[src/rtl/sys_pkg.sv]
// sys_pkg: shared widths and helpers for the systolic array slice.
// Packed lane i of an N*W bus sits at [lane_lsb(i, W) +: W].
package sys_pkg;

  localparam int D_W     = 16;
  localparam int D_W_ACC = 64;

  function automatic int idx_w(input int n);
    return (n > 1) ? $clog2(n) : 1;
  endfunction

  function automatic int lane_lsb(input int i, input int w);
    return i * w;
  endfunction

endpackage

[src/rtl/drain_fifo.sv]
// drain_fifo: sync FIFO, async active-low reset, sync clear.
// Ports: push/wdata in, pop/rdata out (show-ahead), full/empty.
module drain_fifo
  import sys_pkg::*;
#(
  parameter int W     = D_W_ACC,
  parameter int DEPTH = 8
) (
  input  logic         clk,
  input  logic         rst_n,
  input  logic         clear,
  input  logic         push,
  input  logic [W-1:0] wdata,
  input  logic         pop,
  output logic [W-1:0] rdata,
  output logic         full,
  output logic         empty
);

  localparam int AW = idx_w(DEPTH);

  logic [AW:0]  wr_ptr;
  logic [AW:0]  rd_ptr;
  logic [W-1:0] mem [DEPTH];
  logic         do_push;
  logic         do_pop;

  assign empty = wr_ptr == rd_ptr;
  assign full  = (wr_ptr[AW] != rd_ptr[AW]) &&
                 (wr_ptr[AW-1:0] == rd_ptr[AW-1:0]);

  // a pop frees the slot, so a full FIFO may still take a push
  assign do_pop  = pop & ~empty;
  assign do_push = push & (~full | do_pop);
  assign rdata   = mem[rd_ptr[AW-1:0]];

  always_ff @(posedge clk or negedge rst_n) begin
    if (!rst_n) begin
      wr_ptr <= '0;
      rd_ptr <= '0;
    end else if (clear) begin
      wr_ptr <= '0;
      rd_ptr <= '0;
    end else begin
      if (do_push) wr_ptr <= wr_ptr + (AW+1)'(1);
      if (do_pop)  rd_ptr <= rd_ptr + (AW+1)'(1);
    end
  end

  always_ff @(posedge clk) begin
    if (do_push && !clear) mem[wr_ptr[AW-1:0]] <= wdata;
  end

endmodule

[src/rtl/systolic_result_drain.sv]
// systolic_result_drain: per-row FIFOs serialised row-major onto
// m_data/m_valid/m_ready; m_last ends a matrix; overflow is sticky.
// In: clk, rst_n, clear, in_data[N*D_W_ACC], in_valid[N], m_ready.
// Optional SYS_DRAIN_TAG_EN adds m_row/m_col word tags.
module systolic_result_drain
  import sys_pkg::*;
#(
  parameter int N          = 4,
  parameter int D_W_ACC    = sys_pkg::D_W_ACC,
  parameter int FIFO_DEPTH = 8
) (
  input  logic                 clk,
  input  logic                 rst_n,
  input  logic                 clear,
  input  logic [N*D_W_ACC-1:0] in_data,
  input  logic [N-1:0]         in_valid,
  output logic [D_W_ACC-1:0]   m_data,
  output logic                 m_valid,
  input  logic                 m_ready,
  output logic                 m_last,
  output logic [N-1:0]         overflow
`ifdef SYS_DRAIN_TAG_EN
  ,
  output logic [idx_w(N)-1:0]  m_row,
  output logic [idx_w(N)-1:0]  m_col
`endif
);

  localparam int IW = idx_w(N);
  localparam logic [IW-1:0] LAST = IW'(N-1);

  logic [D_W_ACC-1:0] head [N];
  logic [N-1:0]       full;
  logic [N-1:0]       empty;
  logic [N-1:0]       pop;
  logic [IW-1:0]      row_idx;
  logic [IW-1:0]      col_idx;
  logic [IW-1:0]      row_nxt;
  logic [IW-1:0]      col_nxt;
  logic               load;
  logic               row_end;
  logic               mat_end;

  // strict row-major: a missing word stalls, never skipped
  assign load    = (~m_valid | m_ready) & ~empty[row_idx];
  assign row_end = col_idx == LAST;
  assign mat_end = row_end && (row_idx == LAST);

  for (genvar i = 0; i < N; i++) begin : g_lane
    assign pop[i] = load && (row_idx == IW'(i));

    drain_fifo #(
      .W     (D_W_ACC),
      .DEPTH (FIFO_DEPTH)
    ) u_fifo (
      .clk   (clk),
      .rst_n (rst_n),
      .clear (clear),
      .push  (in_valid[i]),
      .wdata (in_data[lane_lsb(i, D_W_ACC) +: D_W_ACC]),
      .pop   (pop[i]),
      .rdata (head[i]),
      .full  (full[i]),
      .empty (empty[i])
    );
  end

  always_comb begin
    col_nxt = col_idx + IW'(1);
    row_nxt = row_idx;
    unique case (1'b1)
      mat_end: begin
        col_nxt = '0;
        row_nxt = '0;
      end
      row_end && !mat_end: begin
        col_nxt = '0;
        row_nxt = row_idx + IW'(1);
      end
      default: ;
    endcase
  end

  always_ff @(posedge clk or negedge rst_n) begin
    if (!rst_n) begin
      row_idx  <= '0;
      col_idx  <= '0;
      m_valid  <= 1'b0;
      m_data   <= '0;
      m_last   <= 1'b0;
      overflow <= '0;
`ifdef SYS_DRAIN_TAG_EN
      m_row    <= '0;
      m_col    <= '0;
`endif
    end else if (clear) begin
      row_idx  <= '0;
      col_idx  <= '0;
      m_valid  <= 1'b0;
      m_data   <= '0;
      m_last   <= 1'b0;
      overflow <= '0;
`ifdef SYS_DRAIN_TAG_EN
      m_row    <= '0;
      m_col    <= '0;
`endif
    end else begin
      overflow <= overflow | (in_valid & full & ~pop);
      if (load) begin
        m_valid <= 1'b1;
        m_data  <= head[row_idx];
        m_last  <= mat_end;
        row_idx <= row_nxt;
        col_idx <= col_nxt;
`ifdef SYS_DRAIN_TAG_EN
        m_row   <= row_idx;
        m_col   <= col_idx;
`endif
      end else if (m_ready) begin
        m_valid <= 1'b0;
      end
    end
  end

endmodule

[config.mk]
export PLATFORM = sky130hd
export DESIGN_NAME = systolic_result_drain
export DESIGN_NICKNAME = d
export VERILOG_FILES = /design/src/rtl/sys_pkg.sv /design/src/rtl/drain_fifo.sv /design/src/rtl/systolic_result_drain.sv
export SDC_FILE = /design/constraint.sdc
export NUM_CORES = 2
export LEC_CHECK = 0
export BUFFER_PORTS_ARGS = -buffer_cell sky130_fd_sc_hd__buf_2
export CORE_MARGIN = 10
export CORE_UTILIZATION = 55
export DETAILED_ROUTE_END_ITERATION = 12
export PLACE_DENSITY = 0.75
export SKIP_CTS_REPAIR_TIMING = 1
export SLEW_MARGIN = 25
export SYNTH_ARGS = -nofsm -noshare
export SYNTH_HDL_FRONTEND = slang
export SYNTH_SLANG_ARGS = --single-unit
export TNS_END_PERCENT = 100
[constraint.sdc]
create_clock -name clk -period 16.9 [get_ports clk]
set_clock_uncertainty 0.2 [all_clocks]
set_input_delay 0.845 -clock clk [delete_from_list [all_inputs] [get_ports clk]]
set_output_delay 0.845 -clock clk [all_outputs]
set_load 0.01 [all_outputs]
# Word level (Yosys, flattened, before mapping)
# Memories as Yosys holds them, arrays and structs flattened.
# Cells that the tools add are included.
# totals
reg_bits,106
latchBits,0
mem_bits_rw,2048
mem_bits_ro,0
in_bits,264
output_inout_bits,70
word_cells,148
n_memories,4
# classes
add_sub_neg,10
mul,0
div_mod_pow,0
order_cmp,2
eq_ne,16
shifts,0
mux,43
n_bitwise,29
reduce_logical,30
# mem_list
name,depth,word_bits,read_ports,rd_clocked_by_memory_dff,wr,line,source
g_lane[0].u_fifo.mem,8,64,1,0,1,drain_fifo.sv:24,logic [W-1:0] mem [DEPTH];
g_lane[1].u_fifo.mem,8,64,1,0,1,drain_fifo.sv:24,
g_lane[2].u_fifo.mem,8,64,1,0,1,drain_fifo.sv:24,
g_lane[3].u_fifo.mem,8,64,1,0,1,drain_fifo.sv:24,
# ops
cell,count
$mux 64,4
$bmux 64 s2,1
$mux 4,17
$add 4x1->4 const B,8
$reduce_bool 2->1,9
$eq 4x4->1,4
$logic_and 1x1->1,14
$mux 1,14
$eq 3x3->1,4
$mux 2,5
$not 1->1,10
$and 1x1->1,9
$and 4x4->4,2
$eq 2x2->1 const B,3
$reduce_bool 3->1,2
$or 1x1->1,5
$add 2x1->2 const B,2
$ne 1x1->1,4
$not 4->4,1
$or 4x4->4,1
$pmux 2 s2,1
$ge 3x3->1 const B,1
$lt 2x3->1 const B,1
$not 2->3,1
other kinds (6),7

# Logic depth before layout (Yosys ltp)
# depth
ltp_word,12
mapped_depth,11
mapped_depth_nobuf,6

# By module
# From an unflattened synthesis, not the netlist that was laid out.
# unflattened
hier_cells,3705
hier_area_um2,83941.8
# by_module_without_submodules
mod,instances,cells_per_inst,area_each_um2,seq_area_each_um2
drain_fifo (g_lane[1].u_fifo ...),3,818,19756.4,15574.9
drain_fifo (g_lane[0].u_fifo),1,816,19776.5,15574.9
systolic_result_drain,1,435,4895.9,1851.8

# Worst setup path before layout
# No wires, ideal clock.
# synth_path
path_kind,reg2reg
startpoint,register row_idx[0]
endpoint,memory g_lane[1].u_fifo.mem[0][0] in the netlist's numbering (enable)
arrival_ps,8402
required_time_ps,16034
path_slack_ps,7632
path_stages_with_launch,8
n_path_buf,1
synth_period_minus_slack_ps,9268
cell_sequence,dfrtp_1 inv_1 nand2_1 clkbuf_1 a2bb2o_4 nor3_1 o21ai_0 nor4b_1
# synth_via
elab_chain_cells,11
# synth_lines
element,line,source
start: declaration,systolic_result_drain.sv:36,logic [IW-1:0] row_idx;
start signal: assignment,systolic_result_drain.sv:113,row_idx <= row_nxt;
$bmux 1 s2,systolic_result_drain.sv:45,assign load = (~m_valid | m_ready) & ~empty[row_idx];
$mux 1 (not written as such),systolic_result_drain.sv:45,
$not 1->1,systolic_result_drain.sv:45,
$and 1x1->1,systolic_result_drain.sv:45,
$logic_and 1x1->1 *,systolic_result_drain.sv:50,assign pop[i] = load && (row_idx == IW'(i));
$and 1x1->1 *,drain_fifo.sv:33,assign do_pop = pop & ~empty;
$or 1x1->1 *,drain_fifo.sv:34,assign do_push = push & (~full | do_pop);
$and 1x1->1 *,drain_fifo.sv:34,
$logic_and 1x1->1 *,drain_fifo.sv:51,if (do_push && !clear) mem[wr_ptr[AW-1:0]] <= wdata;
$mux 1 *,drain_fifo.sv:51,
$mux 1 (not written as such) *,drain_fifo.sv:51,
end: declaration,drain_fifo.sv:24,
# Mark *: on every way between the ends. The rest lies on a longest branch, timed or not. The select of a mux whose other input is x is not followed.

# Worst setup path after layout
# layout_path
startpoint,register row_idx[1]
endpoint,memory g_lane[1].u_fifo.mem[6][40] in the netlist's numbering (enable)
# Same word-level chain as after synthesis.

==> out/qor.yml <==
status: "finished clean"
synth_area_leader_cell: "edfxtp_1"
syn_inst: 3836
synth.distinct_cells: 57
finalNetCount: 4492
floorplan.rows: 142
syn_area_per_cell_sq_um: 21.66
worst_r2r_path_depth: 6
die_area_sq_mm: 0.1670
initial_utilization_pct: 55.40
worst_setup_path_start_kind: "flop"
ir_drop_mv: 0.1087
fin_crit_sh_pct: 29.63
grt_pass1_wl_um: 297300
synthArstFlopShare_pct: 4.921
worstHoldStart: "in_data[250]"
place_area_sq_mm: 0.08716
grt_max_degree: 109
fmax_ghz: 0.1997
wl_per_cell_um: 32.33
yosysSeqAreaShare_pct: 77.22
grt_overflow: 0
vias_per_cell: 6.367
ios: 334
setup_viol: 0
synth.top_cells.by_area: "edfxtp_1, mux4_2, dfrtp_1, mux2i_1, a21oi_1"
antenna_left: 0
synth_ff_type: "edfxtp_1"
power.density_mw_per_mm2: 120.4
via_count: 40980
syn_nets: 4113
synth_enable_flop_cells: 2048
ys_ff_latch: 2154
port_buffers: 333
drive_above_1_share_pct: 29.58
hold_end: "g_lane[3].u_fifo.mem[1][58]$_DFFE_PP_"
yosysMostFrequentCell: "edfxtp_1"
synth_common_cells: "edfxtp_1, mux4_2, a21oi_1, mux2i_1, clkbuf_1"
dp.cells: 6024
p_leak_nw: 29.16
antenna_found_initial: 100
cts_max_level: 4
cts_inserted_buffers: 202
ys_warn_count: 0
drtIter0Drc: 5611
area_delta_synth_final_pct: 12.88
worst-setup-path-type: "flop to flop"
cts.sinks: 2154
syn_area_sq_mm: 0.08308
root_buffer: "clkbuf_16"
stdcell_count: 6436
cp-startpoint: "row_idx[1]$_DFFE_PN0P_"
grtUsageTotal_pct: 24.56
slew_violations: 0
grt_pass1_vias: 40670
die_x_um: 408.7
period_needed_ns: 5.007
clk_pin_slew_ns: 0.06
holdWs_ns: 0.06991
drt_pass1_iterations: 6
hpwl_um: 128300
maxCapViolCount: 0
dieHeight_um: 408.7
worstPathArrival_ns: 5.25
finalSetupTns_ns: 0
synth_top_area_share_pct: 74.03
cts_tree: "built"
rr_startpoint: "row_idx[1]$_DFFE_PN0P_"
insertion_delay_ns: 0.84
totalWireLength_um: 208100
drc: 0
final_util_pct: 62.54
final_area_sq_mm: 0.09378
rsz0062_at_grt: "no"
end_kind: "flop"
cp.required_ns: 17.15
timing.rr.end: "g_lane[1].u_fifo.mem[6][40]$_DFFE_PP_"
cp_max_fo: 65
clk_path_buf_depth: 3
hold_class: "input port to flop"
tightest_slew_ns: 1.134
whs_path_depth: 1
relSlewSlack_pct: 22.22
r2r_slack_ns: 11.89
final_hold_viol_count: 0
routabilityCongestion: 0.8583
coreArea_sq_mm: 0.1500
## where the power goes
part	internal, mW	leakage (nW)	switching, mW
logic	0.296	6.09	0.484
clock network	2.48	3.18	1.95
registers	5.97	19.9	0.122
total	8.74	29.2	2.55
## sequential cells by signal, summed over array words and instances (netlist names)
name and flops:
g_lane.u_fifo.mem 2048, row_idx 2, m_data 64, m_valid 1, g_lane.u_fifo.wr_ptr 16, col_idx 2, m_last 1, overflow 4
g_lane.u_fifo.rd_ptr 16
## metrics by stage
stage	power, mW	setup slack, ns
finish	11.29	11.89
global route	11.61	11.60
CTS	11.33	11.83
detailed placement	6.971	11.83
global placement	6.950	11.53
floorplan	6.591	7.632
## layer usage
metal  global-route usage [%]  wire length [um]
met4                    11.28             10620
met1                    32.79             76380
met2                    36.92             97170
met3                    8.103             23420
met5                        0               485
## layout make-up
type	count	area, sq um
fillers	9933	56170
clock inverters	117	1031
well taps	2016	2522
diodes	35	87.58
flip-flops and latches	2154	64200
inverters	11	41.29
repair buffers	414	2385
clock buffers	257	5425
multi-input cells	1432	18090
## worst max path at each step
stage                                             to  slack [ns]  cells past startpoint
6_report       g_lane[1].u_fifo.mem[6][40]$_DFFE_PP_       11.89                      6
5_1_grt        g_lane[1].u_fifo.mem[6][40]$_DFFE_PP_       11.60                      7
2_1_floorplan   g_lane[1].u_fifo.mem[0][0]$_DFFE_PP_        7.63                      7
4_1_cts        g_lane[1].u_fifo.mem[6][35]$_DFFE_PP_       11.83                      7
3_5_place_dp   g_lane[1].u_fifo.mem[6][33]$_DFFE_PP_       11.83                      7
3_3_place_gp   g_lane[1].u_fifo.mem[6][33]$_DFFE_PP_       11.53                      7
## critical path, stage by stage, from the launching register on
cell      delay (ns)
dfrtp_4         0.69
nand2_4         0.81
a2bb2o_4        0.25
nor3_1          0.50
o21ai_0         0.46
nor3_4          0.77
buf_4           0.80
## cell usage in the layout, fill, tap and decap left out, drive strengths merged, types with 3 or more instances in the layout
cell / count
o21ai: 78
clkbuf: 257
a211oi: 65
bufinv: 13
edfxtp: 2048
nand2b: 3
nor2: 22
mux4: 513
xnor2: 16
buf: 413
mux2: 6
clkinvlp: 5
clkinv: 90
ha: 13
nand3: 14
and3: 10
nand3b: 5
o31ai: 4
diode: 35
nor2b: 71
and2: 7
inv: 20
or3: 12
o22ai: 63
a21oi: 218
nor3: 17
nand2: 38
mux2i: 200
nor3b: 4
dfrtp: 106
and4: 4
nor4: 10
nand4: 12
or4: 4
## cells by family after synthesis
logic type	count (synthesis)	synth area share (%)
AO/OA/AOI/OAI	445	3.112
XOR/XNOR	18	0.1898
adder cells (fa/ha/maj)	13	0.1958
buffers and inverters	250	1.268
flip-flops	2154	77.22
multiplexers	719	16.40
AND/OR/NAND/NOR	237	1.619
No activity file was read; power rests on OpenSTA's default activity.
